<file path="src/rtl/radar_pulse_sequencer_if.sv">
`default_nettype none
// ============================================================================
// Module      : radar_pulse_sequencer_if
// Description : Config, control and waveform-output bundle of the radar pulse
//               sequencer. "master" is the host/driver side, "slave" is the
//               sequencer side.
// Revision    : 1.0 - initial release
// ============================================================================
interface radar_pulse_sequencer_if #(
    parameter int PHASE_W = 11,
    parameter int CNT_W   = 16
);
    logic               start;
    logic               stop;
    logic [CNT_W-1:0]   cfg_pri;
    logic [CNT_W-1:0]   cfg_pw;
    logic [PHASE_W-1:0] cfg_f0;
    logic [PHASE_W-1:0] cfg_kstep;
    logic [CNT_W-1:0]   cfg_rx_dly;
    logic [CNT_W-1:0]   cfg_rx_len;
    logic [CNT_W-1:0]   cfg_npulse;
    logic [PHASE_W-1:0] rom_addr;
    logic               tx_gate;
    logic               dac_en;
    logic               rx_gate;
    logic [CNT_W-1:0]   pulse_idx;
    logic               busy;
    logic               done;

    modport master (
        output start, stop, cfg_pri, cfg_pw, cfg_f0, cfg_kstep,
               cfg_rx_dly, cfg_rx_len, cfg_npulse,
        input  rom_addr, tx_gate, dac_en, rx_gate, pulse_idx, busy, done
    );

    modport slave (
        input  start, stop, cfg_pri, cfg_pw, cfg_f0, cfg_kstep,
               cfg_rx_dly, cfg_rx_len, cfg_npulse,
        output rom_addr, tx_gate, dac_en, rx_gate, pulse_idx, busy, done
    );
endinterface
`default_nettype wire

</file>
<file path="src/rtl/radar_pulse_sequencer.sv">
`default_nettype none
// ============================================================================
// Module      : radar_pulse_sequencer
// Description : Pulse-radar timing/waveform controller. Generates the DDS
//               phase address during each TX pulse, a ROM-aligned DAC enable,
//               the ADC receive window, and sequences a burst of pulses at a
//               programmable PRI. Optional linear chirp is compiled in when
//               the macro SEQ_LFM_EN is defined.
// Revision    : 1.0 - initial release
// ============================================================================
module radar_pulse_sequencer #(
    parameter int PHASE_W = 11,
    parameter int CNT_W   = 16,
    parameter int ROM_LAT = 1
) (
    input  wire                         clk,
    input  wire                         rst,
    radar_pulse_sequencer_if.slave      bus
);

    localparam logic [1:0] C_IDLE = 2'd0;
    localparam logic [1:0] C_TX   = 2'd1;
    localparam logic [1:0] C_RX   = 2'd2;
    localparam logic [1:0] C_DONE = 2'd3;

    localparam logic [CNT_W-1:0] C_CNT_ONE = {{(CNT_W-1){1'b0}}, 1'b1};

    // Sequencing state
    logic [1:0]         r_state;
    logic [CNT_W-1:0]   r_cyc;
    logic [CNT_W-1:0]   r_pidx;
    logic [PHASE_W-1:0] r_phase;
    logic [PHASE_W-1:0] r_fw;
    logic               r_stop_pend;

    // Burst shadow configuration
    logic [CNT_W-1:0]   r_pri;
    logic [CNT_W-1:0]   r_pw;
    logic [PHASE_W-1:0] r_f0;
    logic [CNT_W-1:0]   r_rx_dly;
    logic [CNT_W-1:0]   r_rx_len;
    logic [CNT_W-1:0]   r_npulse;

    // Registered outputs
    logic [PHASE_W-1:0] r_rom_addr;
    logic               r_tx_gate;
    logic               r_rx_gate;
    logic               r_busy;
    logic               r_done;
    logic               w_dac_en;

    // Next-state values
    logic [1:0]         w_state_nxt;
    logic [CNT_W-1:0]   w_cyc_nxt;
    logic [CNT_W-1:0]   w_pidx_nxt;
    logic [PHASE_W-1:0] w_phase_nxt;
    logic [PHASE_W-1:0] w_fw_nxt;
    logic [PHASE_W-1:0] w_fw_step;
    logic               w_stop_pend_nxt;
    logic               w_latch;
    logic               w_end_pri;
    logic               w_last;
    logic [CNT_W-1:0]   w_rx_dly;
    logic [CNT_W-1:0]   w_rx_len;
    logic               w_rx_nxt;

`ifdef SEQ_LFM_EN
    logic [PHASE_W-1:0] r_kstep;

    // Chirp: frequency word ramps by kstep every TX cycle
    always_comb begin
        w_fw_step = r_fw + r_kstep;
    end

    // Chirp-rate shadow register, captured with the rest of the burst config
    always_ff @(posedge clk or posedge rst) begin
        if (rst) begin
            r_kstep <= '0;
        end else if (w_latch) begin
            r_kstep <= bus.cfg_kstep;
        end
    end
`else
    logic w_unused_kstep;
    assign w_unused_kstep = ^bus.cfg_kstep;

    // Fixed-frequency pulse: frequency word holds at f0
    always_comb begin
        w_fw_step = r_fw;
    end
`endif

    assign w_end_pri = (r_cyc == (r_pri - C_CNT_ONE));
    // A stop arriving in the very last PRI cycle still belongs to this PRI
    assign w_last    = ((r_npulse != '0) && (r_pidx == (r_npulse - C_CNT_ONE)))
                     || r_stop_pend || bus.stop;

    // Next-state and counter/phase update logic
    always_comb begin
        w_state_nxt     = r_state;
        w_cyc_nxt       = r_cyc;
        w_pidx_nxt      = r_pidx;
        w_phase_nxt     = r_phase;
        w_fw_nxt        = r_fw;
        w_stop_pend_nxt = r_stop_pend;
        w_latch         = 1'b0;
        case (r_state)
            C_IDLE: begin
                if (bus.start && (bus.cfg_pri != '0)) begin
                    w_latch     = 1'b1;
                    w_cyc_nxt   = '0;
                    w_pidx_nxt  = '0;
                    w_phase_nxt = '0;
                    w_fw_nxt    = bus.cfg_f0;
                    w_state_nxt = (bus.cfg_pw != '0) ? C_TX : C_RX;
                end
            end
            C_TX, C_RX: begin
                if (bus.stop) begin
                    w_stop_pend_nxt = 1'b1;
                end
                if (w_end_pri) begin
                    if (w_last) begin
                        w_state_nxt = C_DONE;
                    end else begin
                        w_cyc_nxt   = '0;
                        w_pidx_nxt  = r_pidx + C_CNT_ONE;
                        w_phase_nxt = '0;
                        w_fw_nxt    = r_f0;
                        w_state_nxt = (r_pw != '0) ? C_TX : C_RX;
                    end
                end else begin
                    w_cyc_nxt = r_cyc + C_CNT_ONE;
                    if (r_state == C_TX) begin
                        w_phase_nxt = r_phase + r_fw;
                        w_fw_nxt    = w_fw_step;
                        if (r_cyc == (r_pw - C_CNT_ONE)) begin
                            w_state_nxt = C_RX;
                        end
                    end
                end
            end
            C_DONE: begin
                w_stop_pend_nxt = 1'b0;
                w_state_nxt     = C_IDLE;
            end
            default: begin
                w_state_nxt = C_IDLE;
            end
        endcase
    end

    // Receive window for the upcoming cycle; the start cycle sees the live cfg
    always_comb begin
        w_rx_dly = w_latch ? bus.cfg_rx_dly : r_rx_dly;
        w_rx_len = w_latch ? bus.cfg_rx_len : r_rx_len;
        w_rx_nxt = ((w_state_nxt == C_TX) || (w_state_nxt == C_RX))
                 && ({1'b0, w_cyc_nxt} >= {1'b0, w_rx_dly})
                 && ({1'b0, w_cyc_nxt} <  ({1'b0, w_rx_dly} + {1'b0, w_rx_len}));
    end

    // Burst shadow registers, captured on an accepted start
    always_ff @(posedge clk or posedge rst) begin
        if (rst) begin
            r_pri    <= '0;
            r_pw     <= '0;
            r_f0     <= '0;
            r_rx_dly <= '0;
            r_rx_len <= '0;
            r_npulse <= '0;
        end else if (w_latch) begin
            r_pri    <= bus.cfg_pri;
            r_pw     <= bus.cfg_pw;
            r_f0     <= bus.cfg_f0;
            r_rx_dly <= bus.cfg_rx_dly;
            r_rx_len <= bus.cfg_rx_len;
            r_npulse <= bus.cfg_npulse;
        end
    end

    // State, counters and registered outputs derived from next-state values
    always_ff @(posedge clk or posedge rst) begin
        if (rst) begin
            r_state     <= C_IDLE;
            r_cyc       <= '0;
            r_pidx      <= '0;
            r_phase     <= '0;
            r_fw        <= '0;
            r_stop_pend <= 1'b0;
            r_rom_addr  <= '0;
            r_tx_gate   <= 1'b0;
            r_rx_gate   <= 1'b0;
            r_busy      <= 1'b0;
            r_done      <= 1'b0;
        end else begin
            r_state     <= w_state_nxt;
            r_cyc       <= w_cyc_nxt;
            r_pidx      <= w_pidx_nxt;
            r_phase     <= w_phase_nxt;
            r_fw        <= w_fw_nxt;
            r_stop_pend <= w_stop_pend_nxt;
            r_rom_addr  <= (w_state_nxt == C_TX) ? w_phase_nxt : '0;
            r_tx_gate   <= (w_state_nxt == C_TX);
            r_rx_gate   <= w_rx_nxt;
            r_busy      <= (w_state_nxt != C_IDLE);
            r_done      <= (w_state_nxt == C_DONE);
        end
    end

    // DAC enable follows tx_gate by the ROM read latency
    generate
        if (ROM_LAT == 0) begin : g_dac_direct
            assign w_dac_en = r_tx_gate;
        end else begin : g_dac_pipe
            logic [ROM_LAT-1:0] r_dac_pipe;

            // Delay line for tx_gate
            always_ff @(posedge clk or posedge rst) begin
                if (rst) begin
                    r_dac_pipe <= '0;
                end else begin
                    r_dac_pipe[0] <= r_tx_gate;
                    for (int i = 1; i < ROM_LAT; i++) begin
                        r_dac_pipe[i] <= r_dac_pipe[i-1];
                    end
                end
            end

            assign w_dac_en = r_dac_pipe[ROM_LAT-1];
        end
    endgenerate

    assign bus.rom_addr  = r_rom_addr;
    assign bus.tx_gate   = r_tx_gate;
    assign bus.dac_en    = w_dac_en;
    assign bus.rx_gate   = r_rx_gate;
    assign bus.pulse_idx = r_pidx;
    assign bus.busy      = r_busy;
    assign bus.done      = r_done;

endmodule
`default_nettype wire

</file>
<file path="src/flat_wrapper.sv">
// flat-port wrapper written by rule: the top's interface ports become plain ports
module radar_pulse_sequencer_flat 
#(
    parameter int PHASE_W = 11,
    parameter int CNT_W   = 16,
    parameter int ROM_LAT = 1
)
  (clk, rst, bus_start, bus_stop, bus_cfg_pri, bus_cfg_pw, bus_cfg_f0, bus_cfg_kstep, bus_cfg_rx_dly, bus_cfg_rx_len, bus_cfg_npulse, bus_rom_addr, bus_tx_gate, bus_dac_en, bus_rx_gate, bus_pulse_idx, bus_busy, bus_done);
  radar_pulse_sequencer_if #(.PHASE_W(PHASE_W), .CNT_W(CNT_W)) bus_i ();
  input  wire clk;
  input  wire rst;
  input wire logic [$bits(bus_i.start)-1:0] bus_start;
  input wire logic [$bits(bus_i.stop)-1:0] bus_stop;
  input wire logic [$bits(bus_i.cfg_pri)-1:0] bus_cfg_pri;
  input wire logic [$bits(bus_i.cfg_pw)-1:0] bus_cfg_pw;
  input wire logic [$bits(bus_i.cfg_f0)-1:0] bus_cfg_f0;
  input wire logic [$bits(bus_i.cfg_kstep)-1:0] bus_cfg_kstep;
  input wire logic [$bits(bus_i.cfg_rx_dly)-1:0] bus_cfg_rx_dly;
  input wire logic [$bits(bus_i.cfg_rx_len)-1:0] bus_cfg_rx_len;
  input wire logic [$bits(bus_i.cfg_npulse)-1:0] bus_cfg_npulse;
  output wire logic [$bits(bus_i.rom_addr)-1:0] bus_rom_addr;
  output wire logic [$bits(bus_i.tx_gate)-1:0] bus_tx_gate;
  output wire logic [$bits(bus_i.dac_en)-1:0] bus_dac_en;
  output wire logic [$bits(bus_i.rx_gate)-1:0] bus_rx_gate;
  output wire logic [$bits(bus_i.pulse_idx)-1:0] bus_pulse_idx;
  output wire logic [$bits(bus_i.busy)-1:0] bus_busy;
  output wire logic [$bits(bus_i.done)-1:0] bus_done;
  assign bus_i.start = bus_start;
  assign bus_i.stop = bus_stop;
  assign bus_i.cfg_pri = bus_cfg_pri;
  assign bus_i.cfg_pw = bus_cfg_pw;
  assign bus_i.cfg_f0 = bus_cfg_f0;
  assign bus_i.cfg_kstep = bus_cfg_kstep;
  assign bus_i.cfg_rx_dly = bus_cfg_rx_dly;
  assign bus_i.cfg_rx_len = bus_cfg_rx_len;
  assign bus_i.cfg_npulse = bus_cfg_npulse;
  assign bus_rom_addr = bus_i.rom_addr;
  assign bus_tx_gate = bus_i.tx_gate;
  assign bus_dac_en = bus_i.dac_en;
  assign bus_rx_gate = bus_i.rx_gate;
  assign bus_pulse_idx = bus_i.pulse_idx;
  assign bus_busy = bus_i.busy;
  assign bus_done = bus_i.done;
  radar_pulse_sequencer #(.PHASE_W(PHASE_W), .CNT_W(CNT_W), .ROM_LAT(ROM_LAT)) u_core (.clk(clk), .rst(rst), .bus(bus_i));
endmodule
</file>
<file path="config.mk">
export PLATFORM = sky130hd
export DESIGN_NAME = radar_pulse_sequencer_flat
export DESIGN_NICKNAME = d
export VERILOG_FILES = /design/src/rtl/radar_pulse_sequencer_if.sv /design/src/rtl/radar_pulse_sequencer.sv /design/src/flat_wrapper.sv
export SDC_FILE = /design/constraint.sdc
export NUM_CORES = 1
export LEC_CHECK = 0
export ABC_AREA = 1
export ABC_CLOCK_PERIOD_IN_PS = 7300
export CAP_MARGIN = 20
export CORE_MARGIN = 10
export CORE_UTILIZATION = 45
export CTS_BUF_LIST = sky130_fd_sc_hd__clkbuf_16
export DETAILED_ROUTE_END_ITERATION = 12
export GPL_ROUTABILITY_DRIVEN = 0
export PLACE_DENSITY_LB_ADDON = 0.25
export REMOVE_ABC_BUFFERS = 1
export SYNTH_ARGS = -nofsm -noshare
export SYNTH_HDL_FRONTEND = slang
export SYNTH_SLANG_ARGS = --single-unit
</file>
<file path="constraint.sdc">
create_clock -name clk -period 7.3 [get_ports clk]
set_input_delay 1.46 -clock clk [delete_from_list [all_inputs] [get_ports clk]]
set_output_delay 1.46 -clock clk [all_outputs]
set_load 0.05 [all_outputs]
</file>
==> metrics.yaml, run 1 <==
setup_path:
  critPathBufInv: 4
  cpPeakStageDelay_ns: 0.42
  cp_max_fo: 47
  cp-start-kind: "input port"
  cp_top_family: "simple AND/OR/NAND/NOR gates"
  worstSetupPathType: "in2reg"
  setup.worst_path.end_class: "flip-flop"
  critical-path-top-cell-by-count: "sky130_fd_sc_hd__nand2_1"
  arrival_time_at_the_worst_endpoint_ns: 6.58
  worst_path_max_delay_cell: "sky130_fd_sc_hd__clkdlybuf4s50_1"
  required_ns: 7.63
routing:
  detailroute.via_count: 10200
  drtIter0Drc: 695
  routedWlPerCell_um: 15.2
  drc_errors: 0
  post_drt_via_cell_ratio: 5.20
  totalWireLength_um: 29700
  detail_route.first_pass.iterations: 5
  antenna_violating_nets_post_route: 0
power:
  cellPowerDensity_nw_per_um2: 440
  switching_share: 0.485
  seq_power_share: 0.279
  share_clk_of_total_power: 0.153
  power.switching_mw: 2.79
  intPower_mw: 2.97
  leakage_nw: 6.33
  combinationalPowerShare: 0.568
  vdd.ir_drop.worst_mv: 0.165
clocking:
  h-tree-depth: 4
  ctsRootBufferMaster: "sky130_fd_sc_hd__clkbuf_16"
  cts_hold_buf: 0
  clock_tree_from_tritoncts: "yes"
  tritoncts.num_buffers: 17
  post-cts-setup-buffers: 0
  clk_transition_reported_paths_ns: 0.07
  number_of_instances_resized_during_post_cts_repair: 0
  clock_path_buffers: 2
  cts_num_sinks: 164
  clock_latency_on_the_worst_skew_pair_ns: 0.44
floorplanning:
  die_area_um2: 31100
  die_height_um: 176
  floorplan_core_area_um2: 24200
  boundaryPins: 138
  floorplan.initialDensity: 0.455
  die_width_um: 176
  number_of_rows_created_at_floorplan: 57
synthesis:
  largest_family_of_logic_cells_by_synthesized_area: "simple AND/OR/NAND/NOR gates"
  synth_area_per_cell_um2: 7.28
  asyncSetResetFlopFracSynth: 1.00
  synth_compound_area_frac: 0.101
  postSynthRegisterBits: 164
  netlist_instances: 1511
  synthAdderAreaFrac: 0.0810
  synth-edff-count: 0
  yosys.area_share.simple: 0.313
  post_synth_xor_area_fraction: 0.0675
  synth_mux_area_frac: 0
  ys.flop_type: "sky130_fd_sc_hd__dfrtp_1"
  ys_warn_count: 0
  synth_seq_area_share: 0.373
  distinct_cell_type_count_after_synthesis: 50
  post_synth_instance_area_um2: 11000
run_status:
  result_of_the_run: "completed"
timing:
  setup_repair_after_global_routing_missed_its_margin: "false"
  timing.final.max_slew_violations: 0
  max-slew-margin-rel: 0.388
  clock_skew_ns: 0.0144
  setup_violations: 0
  min_period_over_period: 0.856
  maximum_clock_rate_mhz: 160
  hold_violations: 0
  transition_time_of_the_tightest_slew_check_pin_ns: 0.917
  setup_ws_ns: 1.05
  timing.final.crit_period_ns: 6.25
  fin_setup_tns_ns: 0
finish:
  layout.core_utilization: 0.541
  flow.area_growth_from_synthesis_pct: 19.0
  diodes: 0
  num-fill-cells: 2328
  post_route_cells_drive_above_1_share: 0.0459
  nNetsFinal: 1796
grt:
  track_usage: 0.192
  grt_start_max_net_pins: 94
  grt_antenna_before_repair: 0
  via_count_of_the_first_global_routing_pass: 10100
  grt_overflow_total: 0
  grt_first_pass_wirelength_um: 49300
placed_design:
  detailedPlace.worstSlack_ns: 0.574
  io_buffers: 126
  place_hpwl_um: 22500
flow_run:
  timing.max_cap.violations: 0
hold_path:
  hold_path_class: "reg2reg"
cell usage after synthesis (20+ instances only):
cell / count / area share
sky130_fd_sc_hd__a21oi_1: 60 / 0.027
sky130_fd_sc_hd__clkbuf_1: 28 / 0.0096
sky130_fd_sc_hd__dfrtp_1: 164 / 0.37
sky130_fd_sc_hd__ha_1: 68 / 0.077
sky130_fd_sc_hd__inv_1: 135 / 0.046
sky130_fd_sc_hd__nand2_1: 512 / 0.17
sky130_fd_sc_hd__nand3_1: 72 / 0.033
sky130_fd_sc_hd__nand4_1: 27 / 0.015
sky130_fd_sc_hd__nor2_1: 129 / 0.044
sky130_fd_sc_hd__o21ai_0: 79 / 0.036
sky130_fd_sc_hd__or2_2: 20 / 0.011
sky130_fd_sc_hd__xnor2_1: 29 / 0.023
sky130_fd_sc_hd__xor2_1: 53 / 0.042
per-stage QoR:
step | instances | hold slack, ns | area (µm²) | total power [mW]
after floorplan | 1469 | 0.442 | 10800 | 4.02
after global placement | 1925 | 0.413 | 12500 | 4.76
after detailed placement | 1925 | 0.406 | 12500 | 4.87
after CTS | 1957 | 0.430 | 13100 | 5.78
after global routing | 1957 | 0.427 | 13100 | 6.33
final | 1957 | 0.424 | 13100 | 5.76
worst paths after layout:
check	slack (ns)	cells past startpoint	startpoint	end
min in group asynchronous	1.56	2	rst	u_core.bus.pulse_idx[10]
max in group asynchronous	4.29	3	rst	u_core.r_pri[15]
worst max register to register	2.56	29	u_core.r_state[0]	u_core.bus.rx_gate
worst max-delay path	1.05	30	bus_cfg_pri[13]	u_core.bus.rx_gate
worst min-delay path	0.42	0	u_core.bus.tx_gate	u_core.bus.dac_en
worst min register to register	0.42	0	u_core.bus.tx_gate	u_core.bus.dac_en
state kept, by name (all words and copies together), names as in the netlist:
register,count
u_core.r_phase,11
u_core.bus.done,1
u_core.r_npulse,16
u_core.bus.dac_en,1
u_core.bus.rom_addr,11
u_core.r_pri,16
u_core.r_rx_dly,16
u_core.r_fw,11
u_core.bus.tx_gate,1
u_core.r_f0,11
u_core.r_cyc,16
u_core.r_rx_len,16
u_core.r_state,2
u_core.bus.busy,1
u_core.bus.rx_gate,1
u_core.bus.pulse_idx,16
u_core.r_stop_pend,1
u_core.r_pw,16
layer usage:
metal | track usage | up-vias | wire length [µm]
met4 | 0.0548 | 0 | 398
met5 | 0 | - | 0
met3 | 0.0359 | 26 | 1470
met2 | 0.316 | 218 | 13800
li1 | - | 5134 | -
met1 | 0.252 | 4800 | 14000
worst reg2reg max path, delay by kind of cell (launching register included):
kind | cells | cell delay [ns]
simple gates | 17 | 1.85
compound gates | 4 | 0.87
buf+inv | 5 | 0.63
flops | 1 | 0.41
fa+ha+maj | 3 | 0.87
final cells by class:
class	count	area, µm²	share of cell area
Inverter	140	532	0.0406
Clock inverter	15	131	0.0100
Multi-Input combinational cell	1165	6190	0.473
Tap cell	324	405	0.0310
Sequential cell	164	4100	0.313
Timing Repair Buffer	132	1310	0.0998
Clock buffer	17	425	0.0325
cells in the final DEF (no fill, tap or decap), types with 18 or more instances in the layout:
master / n
sky130_fd_sc_hd__nor2_1: 128
sky130_fd_sc_hd__inv_1: 135
sky130_fd_sc_hd__clkdlybuf4s50_1: 126
sky130_fd_sc_hd__nand3_1: 72
sky130_fd_sc_hd__nor3_1: 18
sky130_fd_sc_hd__xor2_1: 53
sky130_fd_sc_hd__or2_2: 20
sky130_fd_sc_hd__ha_1: 68
sky130_fd_sc_hd__a21oi_1: 60
sky130_fd_sc_hd__dfrtp_1: 164
sky130_fd_sc_hd__xnor2_1: 29
sky130_fd_sc_hd__nand4_1: 27
sky130_fd_sc_hd__o21ai_0: 79
sky130_fd_sc_hd__nand2_1: 512
logic make-up after synthesis:
logic type               after synthesis
AO/OA/AOI/OAI                        196
XOR/XNOR                              83
adder cells (fa/ha/maj)               70
buffers and inverters                182
flip-flops                           164
AND/OR/NAND/NOR                      816
power by group through the flow:
stage          clock (mW)  sequential [mW]  combinational [mW]
4_1_cts             0.894             1.60                3.28
3_5_place_dp            0             1.61                3.25
5_1_grt             0.928             1.65                3.75
2_1_floorplan           0             1.71                2.31
3_3_place_gp            0             1.60                3.16
6_report            0.880             1.61                3.28
Power figures use the tool's default switching activity.
==> run 2: changes to the inputs <==
--- a/config.mk
+++ b/config.mk
@@ -6,9 +6,9 @@
 export NUM_CORES = 1
 export LEC_CHECK = 0
 export ABC_AREA = 1
-export ABC_CLOCK_PERIOD_IN_PS = 7300
+export ABC_CLOCK_PERIOD_IN_PS = 5500
 export CAP_MARGIN = 20
-export CORE_MARGIN = 10
+export CORE_MARGIN = 1
 export CORE_UTILIZATION = 45
 export CTS_BUF_LIST = sky130_fd_sc_hd__clkbuf_16
 export DETAILED_ROUTE_END_ITERATION = 12
==> constraint.sdc (replaced) <==
create_clock -name clk -period 5.5 [get_ports clk]
set_input_delay 1.1 -clock clk [delete_from_list [all_inputs] [get_ports clk]]
set_output_delay 1.1 -clock clk [all_outputs]
set_load 0.05 [all_outputs]
==> metrics.yaml, run 2 (synthesized netlist as in run 1, its figures left out) <==
run_status:
  result_of_the_run: "completed"
routing:
  antenna_violating_nets_post_route: 0  # unchanged
  detail_route.first_pass.iterations: 5  # unchanged
  drc_errors: 0  # unchanged
  totalWireLength_um: 28200  # -4.9%
  drtIter0Drc: 676  # -2.7%
  detailroute.via_count: 10300  # +1.4%
  routedWlPerCell_um: 14.1  # -7.0%
  post_drt_via_cell_ratio: 5.16  # -0.86%
power:
  vdd.ir_drop.worst_mv: 0.273  # +65%
  seq_power_share: 0.264  # -0.015
  power.switching_mw: 3.77  # +35%
  combinationalPowerShare: 0.589  # +0.021
  intPower_mw: 4.26  # +44%
  switching_share: 0.469  # -0.0155
  post-layout-total-power_mw: 8.03  # +39%
  share_clk_of_total_power: 0.147  # -0.006
  cellPowerDensity_nw_per_um2: 594  # +35%
  leakage_nw: 6.59  # +4.0%
clocking:
  cts_hold_buf: 0  # unchanged
  clock_path_buffers: 2  # unchanged
  clock_latency_on_the_worst_skew_pair_ns: 0.44  # about the same
  clock_tree_from_tritoncts: "yes"
  ctsRootBufferMaster: "sky130_fd_sc_hd__clkbuf_16"
  cts_num_sinks: 164  # unchanged
  tritoncts.num_buffers: 17  # unchanged
  clk_transition_reported_paths_ns: 0.07  # about the same
  h-tree-depth: 4  # unchanged
timing:
  min_period_over_period: 0.945
  maximum_clock_rate_mhz: 192
  transition_time_of_the_tightest_slew_check_pin_ns: 0.986  # +0.0688 ns
  setup_violations: 0  # unchanged
  fin_setup_tns_ns: 0  # unchanged
  timing.final.max_slew_violations: 0  # unchanged
  hold_violations: 0  # unchanged
  hold_slack_ns: 0.431  # +0.00737 ns
  timing.final.crit_period_ns: 5.20
  clock_skew_ns: 0.0169  # +0.00248 ns
  max-slew-margin-rel: 0.343  # -0.0452
placed_design:
  io_buffers: 126  # unchanged
  place_hpwl_um: 21200  # -6.1%
setup_path:
  worstReg2RegEnd: "u_core.bus.rx_gate"
  critPathBufInv: 4  # unchanged
  cp_top_family: "simple AND/OR/NAND/NOR gates"
  worstSetupPathType: "in2reg"
  timing.reg2reg.worst_path_depth: 30  # +3.4%
  cp_max_fo: 6  # -87%
  arrival_time_at_the_worst_endpoint_ns: 5.53  # -1.05 ns
  cp-start-kind: "input port"
  worst-r2r-setup-slack_ns: 1.22  # -1.34 ns
  required_ns: 5.83  # -1.80 ns
  worst_path_max_delay_cell: "sky130_fd_sc_hd__clkdlybuf4s50_1"
  r2r-start: "u_core.r_state[1]"
  setup.worst_path.end_class: "flip-flop"
  cpPeakStageDelay_ns: 0.45  # +0.03 ns
  critical-path-top-cell-by-count: "sky130_fd_sc_hd__nand2_1"
grt:
  via_count_of_the_first_global_routing_pass: 9776  # -3.2%
  track_usage: 0.235  # +0.0432
  grt_first_pass_wirelength_um: 46300  # -6.0%
  grt_antenna_before_repair: 0  # unchanged
  grt_start_max_net_pins: 110  # +17%
  grt_overflow_total: 0  # unchanged
floorplanning:
  floorplan_core_area_um2: 23800  # -1.8%
  number_of_rows_created_at_floorplan: 56  # -1.8%
  die_width_um: 158  # -10%
  floorplan.initialDensity: 0.463  # +0.00812
  boundaryPins: 138  # unchanged
  die_height_um: 158  # -10%
  die_area_um2: 25100  # -19%
finish:
  nNetsFinal: 1846  # +2.8%
  flow.area_growth_from_synthesis_pct: 23.1
  layout.core_utilization: 0.570  # +0.0283
  mostFrequentLayoutCells: "511 x sky130_fd_sc_hd__nand2_1, 164 x sky130_fd_sc_hd__dfrtp_1, 133 x sky130_fd_sc_hd__inv_1"
  most_common_cell_after_layout_fill_and_taps_aside: "sky130_fd_sc_hd__nand2_1"
  post_route_cells_drive_above_1_share: 0.0814  # +0.0355
  diodes: 0  # unchanged
hold_path:
  holdPathEnd: "u_core.bus.dac_en"
  hp-start: "u_core.bus.tx_gate"
  hold_path_class: "reg2reg"
  hold-path-cell-count: 0  # unchanged
flow_run:
  timing.max_cap.violations: 0  # unchanged
## run 2: layout make-up
cell class / count / area, µm²
clock buffers: 17 / 425
clock inverters: 15 / 141
fillers: 2228 / 10200
inverters: 140 / 532
multi-input cells: 1166 / 6240
flip-flops and latches: 164 / 4100
well taps: 319 / 399
repair buffers: 181 / 1690
## run 2: worst reg2reg max path: cells and delay by family (launching register included)
family	cells	cell delay [ns]
AND/OR/NAND/NOR	17	1.54
adder cells (fa/ha/maj)	3	0.80
buffers and inverters	6	0.76
AO/OA/AOI/OAI	4	0.66
flip-flops	1	0.38
## run 2: repair_timing
action | CTS | global route
endpoints found under the setup margin | 0 | 1
buffers inserted | 0 | 1
resized for setup | 0 | 15
## run 2: routing by layer
| metal | part of all wire | wire length (µm) | vias up | GRT usage |
|---|---|---|---|---|
| li1 | - | - | 5237 | - |
| met1 | 0.47 | 13300 | 4770 | 0.319 |
| met2 | 0.46 | 13100 | 273 | 0.385 |
| met3 | 0.048 | 1360 | 43 | 0.0359 |
| met4 | 0.018 | 519 | 0 | 0.0746 |
| met5 | 0 | 0 | - | 0 |
## run 2: how the worst max path moves through the flow
| stage | start | to | slack [ns] | depth (start not counted) |
|---|---|---|---|---|
| floorplan | bus_cfg_pri[8] | u_core.bus.rx_gate | -4.05 | 28 |
| global placement | bus_cfg_pri[13] | u_core.bus.rx_gate | -0.08 | 30 |
| detailed placement | bus_cfg_pri[15] | u_core.bus.rx_gate | -0.18 | 31 |
| CTS | bus_cfg_pri[15] | u_core.bus.rx_gate | 0.24 | 31 |
| global route | bus_cfg_pri[15] | u_core.bus.rx_gate | -0.00004 | 32 |
| finish | bus_cfg_pri[14] | u_core.bus.rx_gate | 0.30 | 30 |
## run 2: through the flow
stage / cell area (µm²) / setup slack (ns) / std cells
after global routing: 13500 / -0.0000417 / 2002
after floorplan: 10800 / -4.05 / 1469
after CTS: 13500 / 0.244 / 2000
after detailed placement: 12900 / -0.185 / 1968
final: 13500 / 0.303 / 2002
after global placement: 12900 / -0.0769 / 1968
## run 2: power groups by stage
stage / clock [mW] / sequential [mW] / combinational [mW]
final: 1.18 / 2.12 / 4.73
after global routing: 1.25 / 2.19 / 5.38
after CTS: 1.19 / 2.12 / 4.67
after detailed placement: 0 / 2.13 / 4.62
after global placement: 0 / 2.13 / 4.50
after floorplan: 0 / 2.27 / 3.06
==> run 3: changes to the inputs <==
--- a/config.mk
+++ b/config.mk
@@ -8,7 +8,7 @@
 export ABC_AREA = 1
 export ABC_CLOCK_PERIOD_IN_PS = 5500
 export CAP_MARGIN = 20
-export CORE_MARGIN = 1
+export CORE_MARGIN = 3
 export CORE_UTILIZATION = 45
 export CTS_BUF_LIST = sky130_fd_sc_hd__clkbuf_16
 export DETAILED_ROUTE_END_ITERATION = 12
==> metrics.yaml, run 3 (synthesized netlist as in run 1, its figures left out) <==
clocking:
  ctsRootBufferMaster: "sky130_fd_sc_hd__clkbuf_16"
  cts_num_sinks: 164  # unchanged
  clk_transition_reported_paths_ns: 0.07  # about the same
  clock_tree_from_tritoncts: "yes"
  clock_path_buffers: 2  # unchanged
  h-tree-depth: 4  # unchanged
  cts_hold_buf: 0  # unchanged
  tritoncts.num_buffers: 17  # unchanged
  clock_latency_on_the_worst_skew_pair_ns: 0.43  # about the same
timing:
  setup_repair_after_global_routing_missed_its_margin: "false"
  maximum_clock_rate_mhz: 193  # +0.42%
  clock_skew_ns: 0.0140  # -0.00286 ns
  hold_slack_ns: 0.456  # +0.0247 ns
  max-slew-margin-rel: 0.352  # +0.00953
  min_period_over_period: 0.941  # -0.00393
  timing.final.crit_period_ns: 5.18  # -0.0216 ns
  hold_violations: 0  # unchanged
  setup_ws_ns: 0.325  # +0.0216 ns
  transition_time_of_the_tightest_slew_check_pin_ns: 0.971  # -0.0143 ns
  setup_violations: 0  # unchanged
  timing.final.max_slew_violations: 0  # unchanged
routing:
  drc_errors: 0  # unchanged
  detailroute.via_count: 10300  # -0.63%
  totalWireLength_um: 28900  # +2.2%
  detail_route.first_pass.iterations: 5  # unchanged
  drtIter0Drc: 652  # -3.6%
  routedWlPerCell_um: 14.4  # +1.8%
  post_drt_via_cell_ratio: 5.11  # -0.98%
  antenna_violating_nets_post_route: 0  # unchanged
grt:
  grt_start_max_net_pins: 104  # -5.5%
  via_count_of_the_first_global_routing_pass: 9882  # +1.1%
  grt_overflow_total: 0  # unchanged
  track_usage: 0.220  # -0.0147
  met1_track_utilization_from_global_routing: 0.308  # -0.0114
  global_route.usage.met3: 0.0375  # +0.00156
  grt_most_used_layer: "met2"
  grt_first_pass_wirelength_um: 47500  # +2.4%
  grt_antenna_before_repair: 0  # unchanged
  gr-usage-met2: 0.354  # -0.0301
setup_path:
  worstSetupPathType: "in2reg"
  cp_max_fo: 13  # +7
  critical-path-top-cell-by-count: "sky130_fd_sc_hd__nand2_1"
  critPathBufInv: 4  # unchanged
  worst_path_max_delay_cell: "sky130_fd_sc_hd__clkdlybuf4s50_1"
  worst-r2r-setup-slack_ns: 1.17  # -0.05 ns
  cp-startpoint: "bus_cfg_pri[14]"
  cp_top_family: "simple AND/OR/NAND/NOR gates"
  required_ns: 5.87  # +0.04 ns
  cp-start-kind: "input port"
  arrival_time_at_the_worst_endpoint_ns: 5.55  # +0.02 ns
  r2r-start: "u_core.r_state[0]"
  cpPeakStageDelay_ns: 0.44  # about the same
  setup.worst_path.end_class: "flip-flop"
finish:
  nNetsFinal: 1854  # +0.43%
  flow.area_growth_from_synthesis_pct: 23.8
  mostFrequentLayoutCells: "511 x sky130_fd_sc_hd__nand2_1, 164 x sky130_fd_sc_hd__dfrtp_1, 136 x sky130_fd_sc_hd__inv_1"
  diodes: 0  # unchanged
  post_route_cells_drive_above_1_share: 0.0846  # +0.00321
  num-fill-cells: 2194  # -1.5%
  most_common_cell_after_layout_fill_and_taps_aside: "sky130_fd_sc_hd__nand2_1"
placed_design:
  place_hpwl_um: 21600  # +2.0%
  detailedPlace.worstSlack_ns: -0.147  # +0.0381 ns
  io_buffers: 126  # unchanged
floorplanning:
  number_of_rows_created_at_floorplan: 56  # unchanged
  die_area_um2: 26300  # +5.1%
  die_width_um: 162  # +2.5%
  die_height_um: 162  # +2.5%
  floorplan.initialDensity: 0.463  # unchanged
  floorplan_core_area_um2: 23800  # unchanged
  boundaryPins: 138  # unchanged
hold_path:
  hp-start: "u_core.bus.tx_gate"
  hold_path_class: "reg2reg"
power:
  vdd.ir_drop.worst_mv: 0.236  # -13%
  cellPowerDensity_nw_per_um2: 599  # +0.93%
  leakage_nw: 6.64  # +0.76%
  post-layout-total-power_mw: 8.16  # +1.5%
run_status:
  result_of_the_run: "completed"
flow_run:
  timing.max_cap.violations: 0  # unchanged
run 3: worst paths after layout:
kind / endpoint / cells past startpoint
max: u_core.bus.rx_gate / 27
max in group asynchronous: u_core.r_fw[9] / 3
min reg2reg: u_core.bus.dac_en / 0
min: u_core.bus.dac_en / 0
min in group asynchronous: u_core.r_rx_len[3] / 2
max reg2reg: u_core.bus.rx_gate / 29
run 3: layer usage:
layer  routed length, µm  vias to the layer above  part of all wire
met5                   0                        -                 0
met4                 623                        0             0.022
met3                1490                       46             0.052
met2               13200                      264              0.46
met1               13500                     4692              0.47
li1                    -                     5256                 -
run 3: layout make-up:
class	instances	area (µm²)	share of cell area
Clock buffer	17	425	0.0312
Clock inverter	14	164	0.0120
Inverter	140	532	0.0391
Multi-Input combinational cell	1166	6260	0.460
Sequential cell	164	4100	0.301
Tap cell	319	399	0.0293
Timing Repair Buffer	189	1730	0.127
run 3: power breakdown:
part | switching (mW) | leakage (nW) | internal, mW
sequential | 0.441 | 2.05 | 1.69
clock | 0.511 | 0.291 | 0.710
combinational | 2.83 | 4.30 | 1.98
total | 3.78 | 6.64 | 4.38
run 3: what timing repair did:
action,CTS,global route
setup endpoints to repair,0,1
gates resized for setup,0,18
setup buffers,0,3
run 3: metrics by stage:
stage	util	cells	cell area [µm²]	setup TNS (ns)
6_report	0.573	2009	13600	0
5_1_grt	0.573	2009	13600	0
4_1_cts	0.569	2005	13500	0
3_5_place_dp	0.545	1974	12900	-0.147
3_3_place_gp	0.545	1974	12900	-0.0403
2_1_floorplan	-	1469	10800	-159.51
